==> src/rtl/mult_share_pkg.sv <==
// Shared types and helpers for the shared-multiplier arbiter.
// Holds operand/result widths, the FSM state type and the circular
// priority search used by the round-robin arbiter.
package mult_share_pkg;

    localparam int OPERAND_W = 32;
    localparam int RESULT_W  = 64;

    // Upper bound on requester count supported by the priority search.
    localparam int MAX_REQ   = 64;

    typedef enum logic [1:0] {
        IDLE = 2'd0,
        WAIT = 2'd1,
        DONE = 2'd2
    } state_e;

    // First set bit of valid (among the low n bits) found by walking
    // circularly upward from ptr. Returns -1 when no bit is set.
    function automatic int rr_search(input logic [MAX_REQ-1:0] valid,
                                     input int ptr,
                                     input int n);
        int sel;
        int k;
        sel = -1;
        // Walk offsets from farthest to nearest so the nearest hit wins.
        for (int off = MAX_REQ - 1; off >= 0; off--) begin
            if (off < n) begin
                k = ptr + off;
                if (k >= n) begin
                    k = k - n;
                end
                if (valid[k]) begin
                    sel = k;
                end
            end
        end
        return sel;
    endfunction

endpackage

==> src/rtl/mult_share_arbiter_rr.sv <==
// Round-robin grant selection: picks the first valid requester at or after
// rr_ptr (circularly) and flags whether any requester is valid.
module rr_arbiter
    import mult_share_pkg::*;
#(
    parameter int NUM_REQ = 4,
    parameter int ID_W    = 2
)
(
    input  logic [NUM_REQ-1:0] req_valid_i,
    input  logic [ID_W-1:0]    rr_ptr_i,
    output logic [ID_W-1:0]    gnt_idx_o,
    output logic               gnt_found_o
);

    int sel;

    // Circular search, then narrow the integer index to the ID width.
    always_comb begin
        sel         = rr_search(MAX_REQ'(req_valid_i), int'(rr_ptr_i), NUM_REQ);
        gnt_found_o = (sel >= 0);
        gnt_idx_o   = '0;
        for (int k = 0; k < NUM_REQ; k++) begin
            if (sel == k) begin
                gnt_idx_o = ID_W'(k);
            end
        end
    end

endmodule

==> src/rtl/tree_multiplier_csa.sv <==
// Combinational 32x32 -> 64 unsigned multiplier.
// Partial products are folded with 3:2 carry-save compressors so only one
// carry-propagate adder sits at the end. The sum stays exact because the
// product never exceeds 64 bits, so carries shifted out of bit 63 are zero
// in the true result.
module tree_multiplier_csa
    import mult_share_pkg::*;
(
    input  logic [OPERAND_W-1:0] a_i,
    input  logic [OPERAND_W-1:0] b_i,
    output logic [RESULT_W-1:0]  p_o
);

    logic [RESULT_W-1:0] sum_v;
    logic [RESULT_W-1:0] carry_v;
    logic [RESULT_W-1:0] pp_v;
    logic [RESULT_W-1:0] tmp_v;

    // Carry-save reduction of all partial products, then a final add.
    always_comb begin
        sum_v   = '0;
        carry_v = '0;
        pp_v    = '0;
        tmp_v   = '0;
        for (int i = 0; i < OPERAND_W; i++) begin
            pp_v    = b_i[i] ? ({{(RESULT_W-OPERAND_W){1'b0}}, a_i} << i) : '0;
            tmp_v   = sum_v ^ carry_v ^ pp_v;
            carry_v = ((sum_v & carry_v) | (sum_v & pp_v) | (carry_v & pp_v)) << 1;
            sum_v   = tmp_v;
        end
        p_o = sum_v + carry_v;
    end

endmodule

==> src/rtl/mult_share_arbiter.sv <==
// Shares one combinational 32x32 multiplier between NUM_REQ requesters.
// Requests are granted round-robin; the winning operands are registered and
// held for MULT_CYCLES cycles (multicycle path through the multiplier) before
// the product is captured and presented on a single response channel tagged
// with the requester index.
// Optional build macro MULT_SHARE_ZERO_BYPASS_EN: a zero operand skips the
// multicycle wait and the zero result is presented right after acceptance.
module mult_share_arbiter
    import mult_share_pkg::*;
#(
    parameter int NUM_REQ     = 4,
    parameter int MULT_CYCLES = 4,
    parameter int ID_W        = (NUM_REQ > 1) ? $clog2(NUM_REQ) : 1
)
(
    input  logic                           clk,
    input  logic                           rst,
    input  logic [NUM_REQ-1:0]             req_valid,
    output logic [NUM_REQ-1:0]             req_ready,
    input  logic [NUM_REQ*OPERAND_W-1:0]   req_a,
    input  logic [NUM_REQ*OPERAND_W-1:0]   req_b,
    output logic                           resp_valid,
    input  logic                           resp_ready,
    output logic [RESULT_W-1:0]            resp_result,
    output logic [ID_W-1:0]                resp_id,
    output logic                           busy
);

    localparam int CNT_W = (MULT_CYCLES > 1) ? $clog2(MULT_CYCLES) : 1;

    state_e               state_q, state_d;
    logic [CNT_W-1:0]     cnt_q, cnt_d;
    logic [ID_W-1:0]      rr_ptr_q, rr_ptr_d;
    logic [OPERAND_W-1:0] reg_a_q, reg_a_d;
    logic [OPERAND_W-1:0] reg_b_q, reg_b_d;
    logic [ID_W-1:0]      id_q, id_d;
    logic                 resp_valid_q, resp_valid_d;
    logic [RESULT_W-1:0]  resp_result_q, resp_result_d;
    logic [ID_W-1:0]      resp_id_q, resp_id_d;

    logic [ID_W-1:0]      gnt_idx;
    logic                 gnt_found;
    logic                 accept;
    logic [OPERAND_W-1:0] sel_a;
    logic [OPERAND_W-1:0] sel_b;
    logic [ID_W-1:0]      ptr_next;
    logic [RESULT_W-1:0]  product;

    rr_arbiter #(
        .NUM_REQ (NUM_REQ),
        .ID_W    (ID_W)
    ) u_rr_arbiter (
        .req_valid_i (req_valid),
        .rr_ptr_i    (rr_ptr_q),
        .gnt_idx_o   (gnt_idx),
        .gnt_found_o (gnt_found)
    );

    // Only the held operand registers feed the multiplier, so its inputs are
    // stable for the whole multicycle window.
    tree_multiplier_csa u_mult (
        .a_i (reg_a_q),
        .b_i (reg_b_q),
        .p_o (product)
    );

    assign accept    = (state_q == IDLE) && gnt_found;
    assign sel_a     = req_a[int'(gnt_idx)*OPERAND_W +: OPERAND_W];
    assign sel_b     = req_b[int'(gnt_idx)*OPERAND_W +: OPERAND_W];
    assign ptr_next  = (int'(gnt_idx) == NUM_REQ - 1) ? '0 : gnt_idx + ID_W'(1);

    // req_ready is masked while reset is held so nothing looks accepted.
    assign req_ready   = (accept && !rst) ? (NUM_REQ'(1) << gnt_idx) : '0;
    assign busy        = (state_q != IDLE);
    assign resp_valid  = resp_valid_q;
    assign resp_result = resp_result_q;
    assign resp_id     = resp_id_q;

    // Next-state and datapath register updates for IDLE/WAIT/DONE.
    always_comb begin
        state_d       = state_q;
        cnt_d         = cnt_q;
        rr_ptr_d      = rr_ptr_q;
        reg_a_d       = reg_a_q;
        reg_b_d       = reg_b_q;
        id_d          = id_q;
        resp_valid_d  = resp_valid_q;
        resp_result_d = resp_result_q;
        resp_id_d     = resp_id_q;
        case (state_q)
            IDLE: begin
                if (accept) begin
                    reg_a_d  = sel_a;
                    reg_b_d  = sel_b;
                    id_d     = gnt_idx;
                    rr_ptr_d = ptr_next;
`ifdef MULT_SHARE_ZERO_BYPASS_EN
                    if ((sel_a == '0) || (sel_b == '0)) begin
                        resp_result_d = '0;
                        resp_id_d     = gnt_idx;
                        resp_valid_d  = 1'b1;
                        state_d       = DONE;
                    end else begin
                        cnt_d   = CNT_W'(MULT_CYCLES - 1);
                        state_d = WAIT;
                    end
`else
                    cnt_d   = CNT_W'(MULT_CYCLES - 1);
                    state_d = WAIT;
`endif
                end
            end
            WAIT: begin
                if (cnt_q == '0) begin
                    resp_result_d = product;
                    resp_id_d     = id_q;
                    resp_valid_d  = 1'b1;
                    state_d       = DONE;
                end else begin
                    cnt_d = cnt_q - CNT_W'(1);
                end
            end
            DONE: begin
                if (resp_ready) begin
                    resp_valid_d = 1'b0;
                    state_d      = IDLE;
                end
            end
            default: begin
                state_d = IDLE;
            end
        endcase
    end

    // State and datapath registers; reset discards any in-flight operation.
    always_ff @(posedge clk or posedge rst) begin
        if (rst) begin
            state_q       <= IDLE;
            cnt_q         <= '0;
            rr_ptr_q      <= '0;
            reg_a_q       <= '0;
            reg_b_q       <= '0;
            id_q          <= '0;
            resp_valid_q  <= 1'b0;
            resp_result_q <= '0;
            resp_id_q     <= '0;
        end else begin
            state_q       <= state_d;
            cnt_q         <= cnt_d;
            rr_ptr_q      <= rr_ptr_d;
            reg_a_q       <= reg_a_d;
            reg_b_q       <= reg_b_d;
            id_q          <= id_d;
            resp_valid_q  <= resp_valid_d;
            resp_result_q <= resp_result_d;
            resp_id_q     <= resp_id_d;
        end
    end

endmodule

==> config.mk <==
export PLATFORM = sky130hd
export DESIGN_NAME = mult_share_arbiter
export DESIGN_NICKNAME = d
export VERILOG_FILES = /design/src/rtl/mult_share_pkg.sv /design/src/rtl/mult_share_arbiter_rr.sv /design/src/rtl/tree_multiplier_csa.sv /design/src/rtl/mult_share_arbiter.sv
export SDC_FILE = /design/constraint.sdc
export NUM_CORES = 2
export LEC_CHECK = 0
export BUFFER_PORTS_ARGS = -buffer_cell sky130_fd_sc_hd__buf_2
export CAP_MARGIN = 20
export CORE_MARGIN = 2
export CORE_UTILIZATION = 50
export CTS_CLUSTER_DIAMETER = 100
export DETAILED_ROUTE_END_ITERATION = 8
export GPL_TIMING_DRIVEN = 0
export PLACE_DENSITY = 0.75
export SLEW_MARGIN = 15
export SYNTH_ARGS = -nofsm -noshare
export SYNTH_HDL_FRONTEND = slang
export SYNTH_HIERARCHICAL = 1
export SYNTH_SLANG_ARGS = --single-unit
==> constraint.sdc <==
create_clock -name clk -period 19.58 [get_ports clk]
set_input_delay 0.979 -clock clk [delete_from_list [all_inputs] [get_ports clk]]
set_output_delay 0.979 -clock clk [all_outputs]
set_load 0.01 [all_outputs]
==> impl_metrics.tcl <==
set metrics [dict create \
    status "finished clean" \
    antenna_found_initial 8 \
    cp_slowest_cell "dfrtp_1" \
    end_kind "flip-flop" \
    chipHeight_um 265 \
    critPathMaxStageDelay_ps 580 \
    layout_common_cells "nand2_1, fa_1, buf_2" \
    cts-buffers-inserted 17 \
    via_per_inst 5.53 \
    synth-seq-cells 139 \
    grt_max_degree 80 \
    max_freq_mhz 53.4 \
    drc_errors 0 \
    crit_path_frequent_cell "fa_1" \
    cts.sinks 139 \
    placed_area_um2 36900 \
    wl_per_cell_um 20.8 \
    hold_viol_final 0 \
    post-dp-hpwl_mm 82.3 \
    synth_edf_count 0 \
    finalSetupTns_ps 0 \
    rsz0062_at_grt "false" \
    wirelength_mm 92.8 \
    yosys_warnings 6 \
    areaGrowthSynthToFinish_pct 10.1 \
    ys_seq_area_frac 0.102 \
    crit_path_start_kind "flip-flop" \
    syn_area_um2 34100 \
    finalCritPeriodShare 0.956 \
    die-area_um2 70300 \
    io_buffers 334 \
    critical_path_class "reg2reg" \
    syn_inst 3212 \
    grt_usage 0.273 \
    stdcell_count 4460 \
    routabilityCongestion 0.938 \
    cts_hold_buf 0 \
    drive_gt1_frac 0.156 \
    maxCapViolCount 0 \
    async_flop_share 1.00 \
    cts-resized-gates 0 \
    initial_core_util 0.506 \
    insertion_delay_ps 510 \
    final_common_cell "nand2_1" \
    cts_root_buffer "clkbuf_16" \
    postLayoutCellArea_um2 37500 \
    maxSlewViolCount 0 \
    route.vias.total 24600 \
    worstPathMaxFanout 10 \
    setup_viol 0 \
    htree_levels 4 \
    post-route-min-period_ps 18720 \
    cp.required_ps 19970 \
    ioPinCount 335 \
    chipWidth_um 265 \
    dr.pass1.iters 6 \
    antenna_left 0 \
    drt_iter0_drc 1669 \
    fin_worst_skew_ps 14.8 \
    cts_tree "done" \
    relSlewSlack 0.438 \
    grt_pass1_vias 25700 \
    grt_pass1_wl_mm 143 \
    grt_overflow 0 \
    clk_path_buf_depth 2 \
    rrSetupSlack_ps 860 \
    worstPathArrival_ps 19110 \
    post-cts-setup-buffers 0 \
    synth_cell_type_count 65 \
    synth.avg_cell_area_um2 10.6 \
    path_clk_slew_ps 80 \
    fin_nets 4833 \
    rows 95 \
    place_inst 4420 \
    hp-class "in2async" \
    core_um2 67400 \
    syn_nets 4479 \
    synth_ff_type "dfrtp_1" \
    worst-slew-pin-transition_ps 844 \
]
critical path, delay by kind of cell, from the launching register on:
| kind | cells | cell delay, ps |
|---|---|---|
| buffers and inverters | 4 | 760 |
| AOI/OAI and AO/OA | 5 | 1450 |
| muxes | 1 | 260 |
| xor gates and xnor gates | 1 | 170 |
| adders and majority gates | 33 | 14970 |
| DFF | 1 | 580 |
| and+or+nand+nor | 2 | 390 |
metrics by stage:
step	utilization	hold slack [ps]	setup WS [ps]
final	0.557	468	858
after global routing	0.557	507	310
after CTS	0.557	486	1040
after detailed placement	0.548	487	1090
after global placement	0.547	484	1120
after floorplan	-	441	2520
cells in the mapped netlist (4+ instances only):
cell type  count  area share
o31ai_1        4     0.00088
a21oi_1       37      0.0054
o21ai_1        6     0.00088
nand3_1        4     0.00059
mux2_4        30       0.013
nand3b_1       4     0.00088
inv_1        220       0.024
a21boi_1       4     0.00088
nor2_1        24      0.0026
o21ai_0       19      0.0028
ha_1          73       0.027
fa_1         931        0.55
and2_1       120       0.022
mux2_2        40       0.013
xor2_1         6      0.0015
nand4_1        4     0.00073
clkbuf_1     195       0.021
a211oi_1       6      0.0013
nor3_1         7      0.0010
buf_2         18      0.0026
mux2i_1      130       0.038
nand2b_1       4     0.00073
xnor2_1       17      0.0044
and3_1         9      0.0017
nand2_1     1009        0.11
o221ai_2      60       0.026
a21o_1        10      0.0022
buf_6         25      0.0083
dfrtp_1      139        0.10
o221ai_1       5      0.0013
metal layers:
metal | part of all wire | GRT usage | vias to the layer above | wire length (um)
met1 | 0.41 | 0.382 | 13000 | 38200
met5 | 0.00038 | 0 | - | 35
met2 | 0.47 | 0.432 | 927 | 43600
met3 | 0.086 | 0.0512 | 103 | 7980
met4 | 0.031 | 0.0892 | 6 | 2910
li1 | - | - | 10600 | -
area by class of cell:
class	count	area (um2)
diodes	8	20.0
clock buffers	17	425
multi-input cells	2612	28700
plain buffers	241	1130
flip-flops and latches	139	3480
inverters	220	833
fillers	5796	29800
repair buffers	335	1700
well taps	873	1090
clock inverters	15	191
cell families after synthesis:
logic type                 after synthesis  share of synthesized area
DFF                                    139                      0.102
muxes                                  202                     0.0656
adders and majority gates             1004                      0.573
xor gates and xnor gates                23                    0.00591
and+or+nand+nor                       1204                      0.146
AOI/OAI and AO/OA                      179                     0.0503
buffers and inverters                  461                     0.0572
state kept, by name, indices dropped and copies added, names as in the netlist:
signal,count
state_q,2
resp_valid,1
cnt_q,2
rr_ptr_q,2
resp_id,2
reg_a_q,32
resp_result,64
id_q,2
reg_b_q,32
final timing paths:
kind	start	depth (start not counted)	end
setup / recovery	reg_b_q[1]	46	resp_result[62]
hold / removal	rst	2	resp_result[62]
setup reg to reg	reg_b_q[1]	46	resp_result[62]
hold reg to reg	resp_result[54]	1	resp_result[54]
max in group asynchronous	rst	3	reg_b_q[2]
min in group clk	resp_result[54]	1	resp_result[54]
Power is not shown: default switching activity piles up to over one toggle a cycle in this logic, so the estimate is an artifact.
